## config.mk

```make
export PLATFORM = sky130hd
export DESIGN_NAME = mc_control
export DESIGN_NICKNAME = d
export VERILOG_FILES = /design/src/rtl/mc_control.sv
export SDC_FILE = /design/constraint.sdc
export NUM_CORES = 1
export LEC_CHECK = 0
export CORE_ASPECT_RATIO = 0.75
export CORE_UTILIZATION = 37
export CTS_CLUSTER_SIZE = 28
export DETAILED_ROUTE_END_ITERATION = 12
export PLACE_DENSITY = 0.78
export SETUP_SLACK_MARGIN = 0.15
export SLEW_MARGIN = 20
export SYNTH_ARGS = -nofsm -noshare
export SYNTH_HDL_FRONTEND = slang
export SYNTH_SLANG_ARGS = --single-unit
```

## constraint.sdc

```tcl
create_clock -name clk -period 2.2 [get_ports clk]
set_clock_uncertainty 0.15 [all_clocks]
set_input_delay 0.33 -clock clk [delete_from_list [all_inputs] [get_ports clk]]
set_output_delay 0.33 -clock clk [all_outputs]
set_load 0.03 [all_outputs]
```

## src/rtl/mc_control.sv

```systemverilog
// Multicycle ARM-subset control unit: Moore FSM sequencing fetch, decode,
// data-processing, load/store and branch, plus the condition flags register.
module mc_control (
  input  logic        clk,
  input  logic        reset,
  input  logic [31:0] Instr,
  input  logic [3:0]  ALUFlags,
  input  logic        MemReady,
  output logic        PCWrite,
  output logic        IRWrite,
  output logic        RegWrite,
  output logic        MemWrite,
  output logic        AdrSrc,
  output logic        ALUSrcA,
  output logic        linkSelect,
  output logic        storedCarry,
  output logic [1:0]  RegSrc,
  output logic [1:0]  ImmSrc,
  output logic [1:0]  ALUSrcB,
  output logic [1:0]  ResultSrc,
  output logic [3:0]  ALUControl
);

  typedef enum logic [3:0] {
    FETCH, DECODE, EXECR, EXECI, ALUWB,
    MEMADR, MEMRD, MEMWB, MEMWR, BRANCH
  } state_t;

  localparam logic [3:0] OP_ADD = 4'b0100;
  localparam logic [3:0] OP_SUB = 4'b0010;

  state_t     state, next;
  logic [3:0] flags;
  logic       cond_ex;
  logic       pcw, irw, rw, mw;
  logic       n, z, c, v;
  logic       rd_pc;
  logic       unused;

  assign {n, z, c, v} = flags;
  assign rd_pc        = (Instr[15:12] == 4'hF);
  assign unused       = ^{Instr[19:16], Instr[11:0]};

  always_ff @(posedge clk or negedge reset) begin
    if (!reset) state <= FETCH;
    else        state <= next;
  end

  always_ff @(posedge clk or negedge reset) begin
    if (!reset)
      flags <= 4'b0000;
    else if (state == ALUWB && Instr[20])
      flags <= ALUFlags;
  end

  always_comb begin
    cond_ex = 1'b0;
    case (Instr[31:28])
      4'h0: cond_ex = z;
      4'h1: cond_ex = !z;
      4'h2: cond_ex = c;
      4'h3: cond_ex = !c;
      4'h4: cond_ex = n;
      4'h5: cond_ex = !n;
      4'h6: cond_ex = v;
      4'h7: cond_ex = !v;
      4'h8: cond_ex = c && !z;
      4'h9: cond_ex = !c || z;
      4'hA: cond_ex = (n == v);
      4'hB: cond_ex = (n != v);
      4'hC: cond_ex = !z && (n == v);
      4'hD: cond_ex = z || (n != v);
      4'hE: cond_ex = 1'b1;
      default: cond_ex = 1'b0;
    endcase
  end

  always_comb begin
    next       = state;
    pcw        = 1'b0;
    irw        = 1'b0;
    rw         = 1'b0;
    mw         = 1'b0;
    AdrSrc     = 1'b0;
    ALUSrcA    = 1'b0;
    linkSelect = 1'b0;
    RegSrc     = 2'b00;
    ImmSrc     = 2'b00;
    ALUSrcB    = 2'b00;
    ResultSrc  = 2'b00;
    ALUControl = OP_ADD;
    unique case (state)
      FETCH: begin
        ALUSrcA   = 1'b1;
        ALUSrcB   = 2'b10;
        ResultSrc = 2'b10;
        irw       = MemReady;
        pcw       = MemReady;
        if (MemReady) next = DECODE;
      end
      DECODE: begin
        ALUSrcA   = 1'b1;
        ALUSrcB   = 2'b10;
        ResultSrc = 2'b10;
        if (!cond_ex)
          next = FETCH;
        else begin
          unique case (Instr[27:26])
            2'b00:   next = Instr[25] ? EXECI : EXECR;
            2'b01:   next = MEMADR;
            2'b10:   next = BRANCH;
            default: next = FETCH;
          endcase
        end
      end
      EXECR: begin
        ALUControl = Instr[24:21];
        next       = ALUWB;
      end
      EXECI: begin
        ALUSrcB    = 2'b01;
        ALUControl = Instr[24:21];
        next       = ALUWB;
      end
      ALUWB: begin
        // compare/test opcodes only update flags
        rw   = (Instr[24:23] != 2'b10);
        pcw  = rw && rd_pc;
        next = FETCH;
      end
      MEMADR: begin
        ALUSrcB    = 2'b01;
        ImmSrc     = 2'b01;
        RegSrc     = 2'b10;
        ALUControl = Instr[23] ? OP_ADD : OP_SUB;
        next       = Instr[20] ? MEMRD : MEMWR;
      end
      MEMRD: begin
        AdrSrc = 1'b1;
        if (MemReady) next = MEMWB;
      end
      MEMWB: begin
        ResultSrc = 2'b01;
        rw        = 1'b1;
        pcw       = rd_pc;
        next      = FETCH;
      end
      MEMWR: begin
        AdrSrc = 1'b1;
        RegSrc = 2'b10;
        mw     = 1'b1;
        if (MemReady) next = FETCH;
      end
      BRANCH: begin
        RegSrc     = 2'b01;
        ALUSrcB    = 2'b01;
        ImmSrc     = 2'b10;
        ResultSrc  = 2'b10;
        pcw        = 1'b1;
        linkSelect = Instr[24];
        rw         = Instr[24];
        next       = FETCH;
      end
      default: next = FETCH;
    endcase
  end

  // reset blocks every write strobe immediately, not at the next edge
  assign PCWrite     = pcw & reset;
  assign IRWrite     = irw & reset;
  assign RegWrite    = rw & reset;
  assign MemWrite    = mw & reset;
  assign storedCarry = flags[1];

endmodule

```

# Yosys cells after proc, flatten, opt, wreduce, memory -nomap -nowiden
# Index checks and enable logic that the tools add are counted.
[op_classes] eq_ne=32 n_reduce_logical=20 mux=22 bitwise=4
[ops] op="$eq A4 B4 Y1 const B" n=10
[ops] op="$eq A4 B3 Y1 const B" n=8
[ops] op="$pmux W4 S6" n=1
[ops] op="$mux W4" n=5
[ops] op="$eq A4 B2 Y1 const B" n=4
[ops] op="$pmux W2 S2" n=4
[ops] op="$pmux W1 S15" n=1
[ops] op="$pmux W4 S3" n=1
[ops] op="$eq A4 B1 Y1 const B" n=2
[ops] op="$logic_not A4 Y1" n=2
[ops] op="$ne A2 B2 Y1 const B" n=4
[ops] op="$pmux W4 S2" n=1
[ops] op="$reduce_or A2 Y1" n=4
[ops] op="$mux W1" n=6
[ops] op="$reduce_or A3 Y1" n=2
[ops] op="$and A1 B1 Y1" n=4
[ops] op="$logic_and A1 B1 Y1" n=4
[ops] op="$logic_not A1 Y1" n=4
[ops] op="$pmux W1 S4" n=1
[ops] op="$mux W3" n=1
[ops] op="$pmux W1 S3" n=1
[ops] op="$reduce_and A3 Y1" n=1
[ops] op="$eq A2 B1 Y1 const B" n=1
[ops] op="$eq A2 B2 Y1 const B" n=1
[ops] op="other kinds (4)" n=5
[totals] wordCells=80 in_bits=39 regBits=8

# Logic depth before layout (Yosys ltp)
# Gate-level depths: netlist of run 1.
[logic_depth] word_depth=5 mapped_depth=6 ltp_nobuf=5

# Worst setup path before layout of run 1
# Ideal clock, no wire load.
[synth_path] path_kind="register to output" startpoint="register state[3]" endpoint="output port RegWrite" path_slack_ps=-111 t_arrival_ps=1831 t_required_ps=1720 n_path_buf=1 path_stages_with_launch=6 cell_sequence="dfrtp_1 -> buf_2 -> nand2b_1 -> nor2_1 -> o21ai_0 -> nor2_1"
[synth_via] elab_chain_cells=3
[synth_lines] item="start, declared" line_no="32" source="state_t state, next;"
[synth_lines] item="start signal, assigned" line_no="46" source="else state <= next;"
[synth_lines] item="$eq A4 B4 Y1 or $eq A4 B3 Y1 (tied branches)" line_no="92" source="unique case (state)"
[synth_lines] item="$pmux W1 S3 (*)" line_no="92"
[synth_lines] item="$and A1 B1 Y1 (*)" line_no="171" source="assign RegWrite = rw & reset;"
[synth_lines] item="end, declared" line_no="11" source="output logic RegWrite,"
# Mark *: on every way between the ends. The rest lies on a longest branch, timed or not.

# Worst setup path in the final report of run 1
[layout_path] startpoint="register state[3]" endpoint="output port PCWrite"
[layout_via] elab_chain_cells=3
[layout_lines] item="$eq A4 B4 Y1, or another cell as far along" line_no="92"
[layout_lines] item="$pmux W1 S4 (*)" line_no="92"
[layout_lines] item="$and A1 B1 Y1 (*)" line_no="169" source="assign PCWrite = pcw & reset;"
[layout_lines] item="end, declared" line_no="9" source="output logic PCWrite,"
# Marked as above.

==> results.rst, run 1 <==
.. list-table::
   :header-rows: 1

   * - Metric
     - Value
   * - Result of the run
     - finished clean
   * - Top cells by area in the synthesized netlist
     - sky130_fd_sc_hd__dfrtp_1, sky130_fd_sc_hd__nor2_1, sky130_fd_sc_hd__ha_1
   * - Starting DRC count in detailed routing
     - 58
   * - Drc violations
     - 0
   * - Element type at the critical path start
     - flop
   * - Worst reg-to-reg path cell count
     - 5
   * - Count of input and output buffers
     - 42
   * - Antenna violation net count after detailed routing
     - 0
   * - Standard-cell rows
     - 15
   * - Number of enable flip-flop cells after synthesis
     - 0
   * - Primary flip-flop cell chosen by synthesis mapping
     - sky130_fd_sc_hd__dfrtp_1
   * - Clock tree from TritonCTS
     - yes
   * - Horiz. Die Dim
     - about 60 um
   * - Post-synth design cell area
     - about 940 sq um
   * - Cell chosen for the clock root
     - sky130_fd_sc_hd__clkbuf_4
   * - Largest voltage drop on the vdd net
     - ~400 uV
   * - Synth Instances
     - between 100 and 150
   * - Number of primary I/O pins
     - just under 60
   * - Leading cell type in the layout, fill and taps excluded
     - sky130_fd_sc_hd__buf_4
   * - Half-perimeter wire length of the detailed placement result
     - roughly 2.4 mm
   * - Syn Nets
     - 164
   * - Setup repair after global routing missed its margin
     - true
   * - Area overhead of the layout relative to synthesis
     - 74.5%
   * - Die height
     - around 46 um
   * - Min Clock Period, post-route
     - between 2000 and 2500 ps
   * - Number of buffer and inverter stages on the critical path
     - 2
   * - Worst setup startpoint
     - state[3]
   * - Clk Latency, worst-skew pair
     - approximately 260 ps
   * - # setup viols final
     - 0
   * - Core area
     - about 0.0023 sq mm
   * - Cell variety after synth
     - 44
   * - Clock-pin slew on the worst setup and hold paths
     - 60 ps
   * - Worst setup path class
     - reg -> out
   * - Kind of cell adding the most delay to the critical path
     - flip-flops
   * - Worst-margin pin slew
     - approximately 360 ps
   * - Yosys synthesis warning count
     - 0
   * - Count of max-cap constraint violations
     - 0
   * - Average routed wire per standard cell
     - 16.4 um
   * - Routability-driven placement congestion ratio
     - between 0.9 and 1
   * - Share of post-route cells with drive strength above 1
     - roughly 40%
   * - Post-Place Setup Slack
     - -64.3 ps
   * - Post-layout nets
     - ~230
   * - Most frequent cells in the layout
     - sky130_fd_sc_hd__buf_4, sky130_fd_sc_hd__clkdlybuf4s50_1, sky130_fd_sc_hd__nor2_1
   * - Buffers from clock root to sink, at most
     - 2
   * - DIE AREA
     - approximately 0.0028 sq mm
   * - Post-synthesis area per instance
     - 7.80 sq um
   * - Grt ovf
     - 0
   * - Total routing resource utilization after global routing
     - 24.7%
   * - Pin count of the biggest net entering global routing
     - 18
   * - Wire length of the first global-routing pass
     - around 4.9 mm
   * - Portion of the clock cycle consumed by the worst path in the final layout
     - 98.4%
   * - CTS Buf Count
     - 3
   * - Routed wire length
     - 3.56 mm
   * - Hold_ws
     - 178 ps
   * - Via count of the first global-routing pass
     - around 1100
   * - Deepest level of the CTS H-tree
     - 1
   * - Share of synthesized flip-flops with an asynchronous set or reset
     - 100%
   * - Max Fanout on Critical Path
     - 7
   * - Worst EP arrival
     - around 1700 ps
   * - Fin. Hold Viols
     - 0
   * - P per Cell Area
     - approximately 1000 mW/mm^2
   * - Cell type with the largest total area after synthesis
     - sky130_fd_sc_hd__dfrtp_1
   * - Worst path setup slack after routing
     - 35.0 ps
   * - Min-delay worst type
     - in -> async
   * - Slowest cell on crit path
     - sky130_fd_sc_hd__dfrtp_2
   * - Yosys reg bits
     - 8
   * - Avg Vias per Cell
     - 5.71
   * - Tightest slew margin relative to the limit
     - 75.8%
   * - Slowest stage delay, CP
     - 480 ps
   * - Initial cell density of the core
     - ~40%
   * - Via count of the routed design
     - between 1000 and 1500
   * - Share of the synthesized area in the top cell type
     - between 20% and 30%
   * - FF-to-FF Start
     - flags[3]
   * - Total clock sinks
     - 8
   * - Worst path cell trace
     - buf_6, nor3b_4, a21oi_2, nor3_2, o21a_1, buf_6
   * - Leakage power
     - 0.000746 uW
   * - Highest clock frequency the design can meet
     - ~460 MHz
   * - Final antenna diode count
     - 0
   * - Critical path required time
     - approximately 1700 ps
   * - Cell seen most often among critical-path stages
     - sky130_fd_sc_hd__buf_6
   * - Seq/Total Area, Yosys
     - a little over a fifth
   * - First drt pass iteration count
     - 5
   * - Max Transition Viols Final
     - 0
   * - Cell count along the critical path
     - 6
   * - Number of antenna violations at the first check in global routing
     - 0
   * - Critical path capture point type
     - output pin
## worst reg2reg max path, stage by stage, from the launching register on
cell and delay [ps]:
sky130_fd_sc_hd__dfrtp_1 420, sky130_fd_sc_hd__xor2_1 350, sky130_fd_sc_hd__o22ai_1 160, sky130_fd_sc_hd__a32oi_1 200
sky130_fd_sc_hd__a31oi_2 170, sky130_fd_sc_hd__a22o_1 220
## metal layers
layer | part of all wire [%] | GRT usage [%]
met4 | 2.6 | 11.2
met3 | 7.8 | 3.98
met5 | 0 | 0
met2 | 51 | 43.7
met1 | 39 | 29.5
## cell type report
type,count,area (sq um)
clock buffer,3,22.5
multi-input combinational,101,758
fill,174,699
timing repair buffer,68,608
sequential,8,204
inverter,3,11.3
tap,34,42.5
## stage by stage
stage / power [uW] / setup TNS (ps) / cell area (sq um) / cells / util (%)
final: 1660 / 0 / 1650 / 217 / 70.2
after global routing: 1750 / -82.1 / 1650 / 217 / 70.2
after CTS: 1500 / 0 / 1570 / 210 / 67.0
after detailed placement: 1320 / -95.6 / 1460 / 203 / 62.4
after global placement: 1300 / -49.4 / 1460 / 203 / 62.4
after floorplan: 925 / 0 / 951 / 121 / -
## logic make-up after synthesis
| group | share of synthesized area, % |
|---|---|
| adders and majority gates | 5.31 |
| and+or+nand+nor | 33.6 |
| AOI/OAI and AO/OA | 23.1 |
| buffers and inverters | 7.03 |
| xor gates and xnor gates | 2.79 |
| DFF | 21.2 |
| muxes | 7.03 |
## repair_timing
item	CTS	global route
endpoints found under the setup margin	14	11
resized for setup	35	21
setup buffers	4	7
hold buffers	0	0
pin swaps	2	4
## cells in the mapped netlist (2+ instances only)
cell type                   count
sky130_fd_sc_hd__nor2_1        17
sky130_fd_sc_hd__a21oi_1        9
sky130_fd_sc_hd__dfrtp_1        8
sky130_fd_sc_hd__nand2_1        8
sky130_fd_sc_hd__nor2b_1        6
sky130_fd_sc_hd__nor3_1         6
sky130_fd_sc_hd__nand2b_1       5
sky130_fd_sc_hd__clkbuf_1       4
sky130_fd_sc_hd__ha_1           4
sky130_fd_sc_hd__mux2_2         4
sky130_fd_sc_hd__and3_1         3
sky130_fd_sc_hd__inv_1          3
sky130_fd_sc_hd__nor3b_1        3
sky130_fd_sc_hd__o21ai_0        3
sky130_fd_sc_hd__o2bb2ai_1      3
sky130_fd_sc_hd__a211oi_1       2
sky130_fd_sc_hd__buf_2          2
sky130_fd_sc_hd__buf_6          2
sky130_fd_sc_hd__o31ai_1        2
sky130_fd_sc_hd__or3_1          2
sky130_fd_sc_hd__xor2_1         2
## registers in the layout (all words and copies together) (netlist names)
signal  cells
state       4
flags       4
## where the power goes
group	switching [uW]	internal [uW]	total, uW
clock	57.0	62.9	120
combinational	663	574	1240
sequential	97.1	208	305
## worst paths after layout
check	slack (ps)	end
setup reg to reg	410	state[0]
max in group asynchronous	1320	state[1]
min in group clk	450	flags[2]
hold / removal	180	flags[1]
setup / recovery	40	PCWrite
hold reg to reg	450	flags[2]
(Power assumes the default switching activity.)
==> run 2, diff against run 1 <==
--- a/config.mk
+++ b/config.mk
@@ -6,10 +6,11 @@
 export NUM_CORES = 1
 export LEC_CHECK = 0
 export CORE_ASPECT_RATIO = 0.75
-export CORE_UTILIZATION = 37
+export CORE_UTILIZATION = 39
 export CTS_CLUSTER_SIZE = 28
 export DETAILED_ROUTE_END_ITERATION = 12
-export PLACE_DENSITY = 0.78
+export PLACE_DENSITY = 0.82
+export REMOVE_ABC_BUFFERS = 1
 export SETUP_SLACK_MARGIN = 0.15
 export SLEW_MARGIN = 20
 export SYNTH_ARGS = -nofsm -noshare
==> constraint.sdc (replaced) <==
create_clock -name clk -period 2.5 [get_ports clk]
set_clock_uncertainty 0.15 [all_clocks]
set_input_delay 0.375 -clock clk [delete_from_list [all_inputs] [get_ports clk]]
set_output_delay 0.375 -clock clk [all_outputs]
set_load 0.03 [all_outputs]
==> run 2 against run 1 <==
Net effect:
- wire length down 22%
- critical endpoint is now ALUControl[0]
- first-iteration DRC count shrank 19%
- design area is 13% lower
- power shrank 26%
- core utilization fell by 7.9 points
- via count is 11% lower
- critical path type unchanged
- combinational power fell by 31%
==> results.rst, run 2 (synthesis gave the netlist of run 1 again) <==
.. list-table::
   :header-rows: 1

   * - Metric
     - Value
   * - Largest voltage drop on the vdd net
     - 413 uV (+3.0%)
   * - Worst path setup slack after routing
     - 227 ps (+192 ps)
   * - Worst-margin pin slew
     - 320 ps (-41.9 ps)
   * - Count of input and output buffers
     - 42 (unchanged)
   * - Drc violations
     - 0 (unchanged)
   * - Antenna violation net count after detailed routing
     - 0 (unchanged)
   * - Count of max-cap constraint violations
     - 0 (unchanged)
   * - Most frequent cells in the layout
     - sky130_fd_sc_hd__clkdlybuf4s50_1, sky130_fd_sc_hd__nor2_1, sky130_fd_sc_hd__dlygate4sd2_1
   * - Share of post-route cells with drive strength above 1
     - 20.2% (-20 points)
   * - Starting DRC count in detailed routing
     - 47 (-19%)
   * - Top flop regs
     - flags (4), state (4)
   * - Grt ovf
     - 0 (unchanged)
   * - Core area
     - 0.00229 sq mm (-2.4%)
   * - Worst path cell trace
     - nor2_2, and3_1, clkdlybuf4s50_1
   * - Total design power
     - 1230 uW (-26%)
   * - Max Transition Viols Final
     - 0 (unchanged)
   * - Average routed wire per standard cell
     - 14.2 um (-14%)
   * - Slowest stage delay, CP
     - 660 ps (+180 ps)
   * - FF-to-FF Start
     - flags[3]
   * - Buffers from clock root to sink, at most
     - 2 (unchanged)
   * - Total clock sinks
     - 8 (unchanged)
   * - Tightest slew margin relative to the limit
     - 78.6% (+2.8 points)
   * - Leakage power
     - 0.000643 uW (-14%)
   * - Clock tree from TritonCTS
     - yes
   * - Half-perimeter wire length of the detailed placement result
     - 2.23 mm (-5.5%)
   * - Number of primary I/O pins
     - 59 (unchanged)
   * - Leading cell type in the layout, fill and taps excluded
     - sky130_fd_sc_hd__clkdlybuf4s50_1
   * - Max Fanout on Critical Path
     - 8 (+1)
   * - # setup viols final
     - 0 (unchanged)
   * - Worst setup path class
     - reg -> out
   * - P per Cell Area
     - 861 mW/mm^2 (-15%)
   * - Initial cell density of the core
     - 41.2% (+0.99 points)
   * - Wire length of the first global-routing pass
     - 4.60 mm (-5.8%)
   * - Pin count of the biggest net entering global routing
     - 13 (-5)
   * - Post-Place Setup Slack
     - 101 ps (+166 ps)
   * - Result of the run
     - finished clean
   * - Cell chosen for the clock root
     - sky130_fd_sc_hd__clkbuf_4
   * - First drt pass iteration count
     - 6 (+1)
   * - Cell Count, Final, Fillers Out
     - 197 (-9.2%)
   * - Highest clock frequency the design can meet
     - 440 MHz
   * - RR Endpoint
     - state[0]
   * - Critical path capture point type
     - output pin
   * - Setup repair bufs after CTS
     - 0 (-4)
   * - Worst EP arrival
     - 1750 ps (+70 ps)
   * - Routability-driven placement congestion ratio
     - 0.819 (-9.4%)
   * - Slowest cell on crit path
     - sky130_fd_sc_hd__clkdlybuf4s50_1
   * - Final antenna diode count
     - 0 (unchanged)
   * - Min Clock Period, post-route
     - 2270 ps
   * - Total routing resource utilization after global routing
     - 23.6% (-1.1 points)
   * - Die height
     - 44.6 um (-2.5%)
   * - Avg Vias per Cell
     - 5.59 (-2.0%)
   * - Critical path required time
     - 1980 ps (+260 ps)
   * - Total placed cells including tap cells
     - 194 (-4.4%)
   * - Clk Latency, worst-skew pair
     - 260 ps (about the same)
   * - Fin. Hold Viols
     - 0 (unchanged)
   * - Via count of the first global-routing pass
     - 970 (-10%)
   * - Worst reg-to-reg path cell count
     - 5 (unchanged)
   * - DIE AREA
     - 0.00262 sq mm (-4.9%)
   * - CTS Buf Count
     - 3 (unchanged)
   * - Clock-pin slew on the worst setup and hold paths
     - 60 ps (about the same)
   * - Via count of the routed design
     - 1101 (-11%)
   * - FF-to-FF setup slack
     - 680 ps (+270 ps)
   * - Min-delay worst type
     - in -> async
   * - Standard-cell rows
     - 15 (unchanged)
   * - Element type at the critical path start
     - flop
   * - # hold bufs at CTS
     - 0 (unchanged)
   * - Portion of the clock cycle consumed by the worst path in the final layout
     - 90.9%
   * - Post-layout nets
     - 208 (-8.8%)
   * - Deepest level of the CTS H-tree
     - 1 (unchanged)
   * - Routed wire length
     - 2.80 mm (-22%)
   * - Horiz. Die Dim
     - 58.8 um (-2.5%)
   * - Area overhead of the layout relative to synthesis
     - 51.2%
   * - Setup repair after global routing missed its margin
     - true
   * - Number of antenna violations at the first check in global routing
     - 0 (unchanged)
## run 2: cell types whose count changed in the layout (fill, tap and decap cells not counted), sizes merged
cell / delta
buf: -24
dlygate4sd2: +9
clkbuf: -5
clkdlybuf4s15: -2
clkdlybuf4s50: +2
## run 2: layer usage
| layer | global-route usage (%) | vias to the layer above | part of all wire [%] |
|---|---|---|---|
| li1 | - | 527 | - |
| met1 | 31.7 | 527 | 46 |
| met2 | 37.0 | 44 | 48 |
| met3 | 5.56 | 3 | 5.2 |
| met4 | 8.57 | 0 | 0.57 |
| met5 | 0 | - | 0 |
## run 2: stage by stage
stage / area (sq um) / setup TNS (ps) / utilization [%] / hold slack [ps]
after floorplan: 888 / -305 / - / -70.6
after global placement: 1390 / 0 / 60.5 / 407
after detailed placement: 1390 / 0 / 60.5 / 437
after CTS: 1400 / 0 / 61.1 / 372
after global routing: 1430 / 0 / 62.3 / 379
final: 1430 / 0 / 62.3 / 379
## run 2: worst max-delay path by stage
| stage | start | to | slack (ps) |
|---|---|---|---|
| 4_1_cts | state[3] | RegWrite | 140 |
| 6_report | state[2] | ALUControl[0] | 230 |
| 3_5_place_dp | Instr[30] | state[0] | 100 |
| 5_1_grt | state[2] | ALUControl[0] | 140 |
| 2_1_floorplan | state[1] | RegWrite | -310 |
| 3_3_place_gp | Instr[30] | state[0] | 170 |
## run 2: report_power, final
group          leakage [uW]  internal, uW  switching (uW)
registers         0.0000983           183            88.3
clock network     0.0000138          55.1            46.7
logic              0.000531           366             489
total              0.000643           604             624
## run 2: what timing repair did
action,in CTS,in global routing
endpoints found under the setup margin,14,7
gates resized for setup,16,10
endpoints found under the hold margin,0,0
## run 2: area by class of cell
class | instances | area (sq um)
Timing Repair Buffer | 48 | 443
Multi-Input combinational cell | 101 | 703
Sequential cell | 8 | 204
Inverter | 3 | 11.3
Fill cell | 215 | 863
Tap cell | 34 | 42.5
Clock buffer | 3 | 22.5
## run 2: worst max-delay path: cells and delay by family (launching register included)
kind,cells,cell delay (ps)
simple gates,2,370
buf+inv,1,660
flops,1,460
==> run 3, diff against run 2 <==
--- a/config.mk
+++ b/config.mk
@@ -16,3 +16,4 @@
 export SYNTH_ARGS = -nofsm -noshare
 export SYNTH_HDL_FRONTEND = slang
 export SYNTH_SLANG_ARGS = --single-unit
+export TNS_END_PERCENT = 50
==> run 3 against run 2 <==
Net effect:
- final cell count stayed put
- combinational power hardly changed
- non-clock buffer count stayed put
- critical path depth stayed put
- worst setup slack worse by 120 ps
- first-iteration DRC count is 6.4% lower
- clock power is 4% lower
- sequential share of layout area is 0.16 points lower
- register-to-register slack hardly changed
- wire length is 1.3% lower
- count of clock-buffer cells in the layout stayed put
- design area hardly changed
- critical endpoint is now ALUSrcA
- largest power group unchanged
==> results.rst, run 3 (synthesis gave the netlist of run 1 again) <==
.. list-table::
   :header-rows: 1

   * - Metric
     - Value
   * - Result of the run
     - finished clean
   * - Slowest stage delay, CP
     - 710 ps (+50 ps)
   * - Post-layout nets
     - 208 (unchanged)
   * - Clock-pin slew on the worst setup and hold paths
     - 50 ps (about the same)
   * - Starting DRC count in detailed routing
     - 44 (-6.4%)
   * - Min Clock Period, post-route
     - 2390 ps (+118 ps)
   * - Max Fanout on Critical Path
     - 8 (unchanged)
   * - Min-delay worst type
     - in -> async
   * - Portion of the clock cycle consumed by the worst path in the final layout
     - 95.6% (+4.7 points)
   * - Initial cell density of the core
     - 41.2% (unchanged)
   * - Total design power
     - 1220 uW (-0.57%)
   * - Number of primary I/O pins
     - 59 (unchanged)
   * - Post-Place Setup Slack
     - 101 ps (unchanged)
   * - Worst path setup slack after routing
     - 109 ps (-118 ps)
   * - Count of max-cap constraint violations
     - 0 (unchanged)
   * - Final core utilization
     - 62.2% (about the same)
   * - Worst-margin pin slew
     - 329 ps (+8.94 ps)
   * - Critical path required time
     - 1980 ps (about the same)
   * - # setup viols final
     - 0 (unchanged)
   * - Worst path cell trace
     - buf_4, nor3_1, clkdlybuf4s50_1
   * - Worst EP arrival
     - 1870 ps (+120 ps)
   * - Worst setup path class
     - reg -> out
   * - Slowest cell on crit path
     - sky130_fd_sc_hd__clkdlybuf4s50_1
   * - Antenna violation net count after detailed routing
     - 0 (unchanged)
   * - Core area
     - 0.00229 sq mm (unchanged)
   * - Avg Vias per Cell
     - 5.54 (-0.82%)
   * - First drt pass iteration count
     - 4 (-2)
   * - Most frequent cells in the layout
     - sky130_fd_sc_hd__clkdlybuf4s50_1, sky130_fd_sc_hd__nor2_1, sky130_fd_sc_hd__buf_4
   * - Leading cell type in the layout, fill and taps excluded
     - sky130_fd_sc_hd__clkdlybuf4s50_1
   * - Number of antenna violations at the first check in global routing
     - 0 (unchanged)
   * - Setup repair bufs after CTS
     - 0 (unchanged)
   * - DIE AREA
     - 0.00262 sq mm (unchanged)
   * - Fin. Hold Viols
     - 0 (unchanged)
   * - Highest clock frequency the design can meet
     - 418 MHz (-4.9%)
   * - Deepest level of the CTS H-tree
     - 1 (unchanged)
   * - Clock tree from TritonCTS
     - yes
   * - Half-perimeter wire length of the detailed placement result
     - 2.23 mm (unchanged)
   * - Standard-cell rows
     - 15 (unchanged)
   * - Average routed wire per standard cell
     - 14.0 um (-1.3%)
   * - Critical path capture point type
     - output pin
   * - Drc violations
     - 0 (unchanged)
   * - Setup repair after global routing missed its margin
     - true
   * - P per Cell Area
     - 857 mW/mm^2 (-0.48%)
   * - Grt ovf
     - 0 (unchanged)
   * - Element type at the critical path start
     - flop
   * - Kind of cell adding the most delay to the critical path
     - buffers and inverters
   * - Routed wire length
     - 2.76 mm (-1.3%)
   * - Area overhead of the layout relative to synthesis
     - 51.1% (about the same)
   * - CTS Buf Count
     - 3 (unchanged)
   * - Top flop regs
     - flags (4), state (4)
   * - # hold bufs at CTS
     - 0 (unchanged)
   * - Horiz. Die Dim
     - 58.8 um (unchanged)
   * - Max Transition Viols Final
     - 0 (unchanged)
   * - Tightest slew margin relative to the limit
     - 78.0% (-0.56 points)
   * - Clk Latency, worst-skew pair
     - 250 ps (about the same)
   * - Die height
     - 44.6 um (unchanged)
   * - Cell chosen for the clock root
     - sky130_fd_sc_hd__clkbuf_4
   * - Routability-driven placement congestion ratio
     - 0.819 (unchanged)
   * - Via count of the first global-routing pass
     - 970 (unchanged)
   * - Share of post-route cells with drive strength above 1
     - 16.0% (-4.3 points)
   * - Total clock sinks
     - 8 (unchanged)
   * - Total routing resource utilization after global routing
     - 23.6% (unchanged)
   * - Count of input and output buffers
     - 42 (unchanged)
   * - Buffers from clock root to sink, at most
     - 2 (unchanged)
   * - Pin count of the biggest net entering global routing
     - 13 (unchanged)
   * - Largest voltage drop on the vdd net
     - 429 uV (+4.1%)
   * - Number of buffer and inverter stages on the critical path
     - 2 (+1)
   * - Via count of the routed design
     - 1092 (-0.82%)
   * - Cell Count, Final, Fillers Out
     - 197 (unchanged)
   * - Leakage power
     - 0.000718 uW (+12%)
   * - Total placed cells including tap cells
     - 194 (unchanged)
   * - Final antenna diode count
     - 0 (unchanged)
   * - Wire length of the first global-routing pass
     - 4.60 mm (unchanged)
## run 3: power breakdown
| part | internal, uW | switching [uW] |
|---|---|---|
| Clock | 54.8 | 42.8 |
| Sequential | 181 | 90.0 |
| Combinational | 373 | 479 |
## run 3: layout make-up
type,count,area [sq um]
clock buffers,3,22.5
fillers,214,865
inverters,3,11.3
multi-input cells,101,684
flip-flops and latches,8,201
well taps,34,42.5
repair buffers,48,463
## run 3: path summary, 6_finish.rpt
kind	from	endpoint	slack, ps	cells past startpoint
max	state[2]	ALUSrcA	110	3
min	reset	state[2]	390	2
max reg2reg	flags[3]	state[0]	670	5
min reg2reg	flags[1]	flags[1]	460	1
max in group asynchronous	reset	state[1]	1670	2
min in group clk	flags[1]	flags[1]	460	1
## run 3: layer usage
| layer | GRT usage [%] | vias up | routed length (um) |
|---|---|---|---|
| met5 | 0 | - | 0 |
| met4 | 8.57 | 0 | 52 |
| met3 | 5.56 | 11 | 161 |
| met2 | 37.0 | 47 | 1320 |
| met1 | 31.7 | 510 | 1230 |
| li1 | - | 524 | - |
## run 3: timing repair
item	CTS	global route
endpoints found under the setup margin	14	14
gates resized for setup	9	7
gates cloned	0	0
## run 3: per-stage QoR
stage / area (sq um) / hold slack (ps) / setup TNS (ps)
4_1_cts: 1410 / 372 / 0
6_report: 1430 / 391 / 0
3_5_place_dp: 1390 / 437 / 0
3_3_place_gp: 1390 / 407 / 0
5_1_grt: 1430 / 381 / 0
2_1_floorplan: 888 / -70.6 / -305
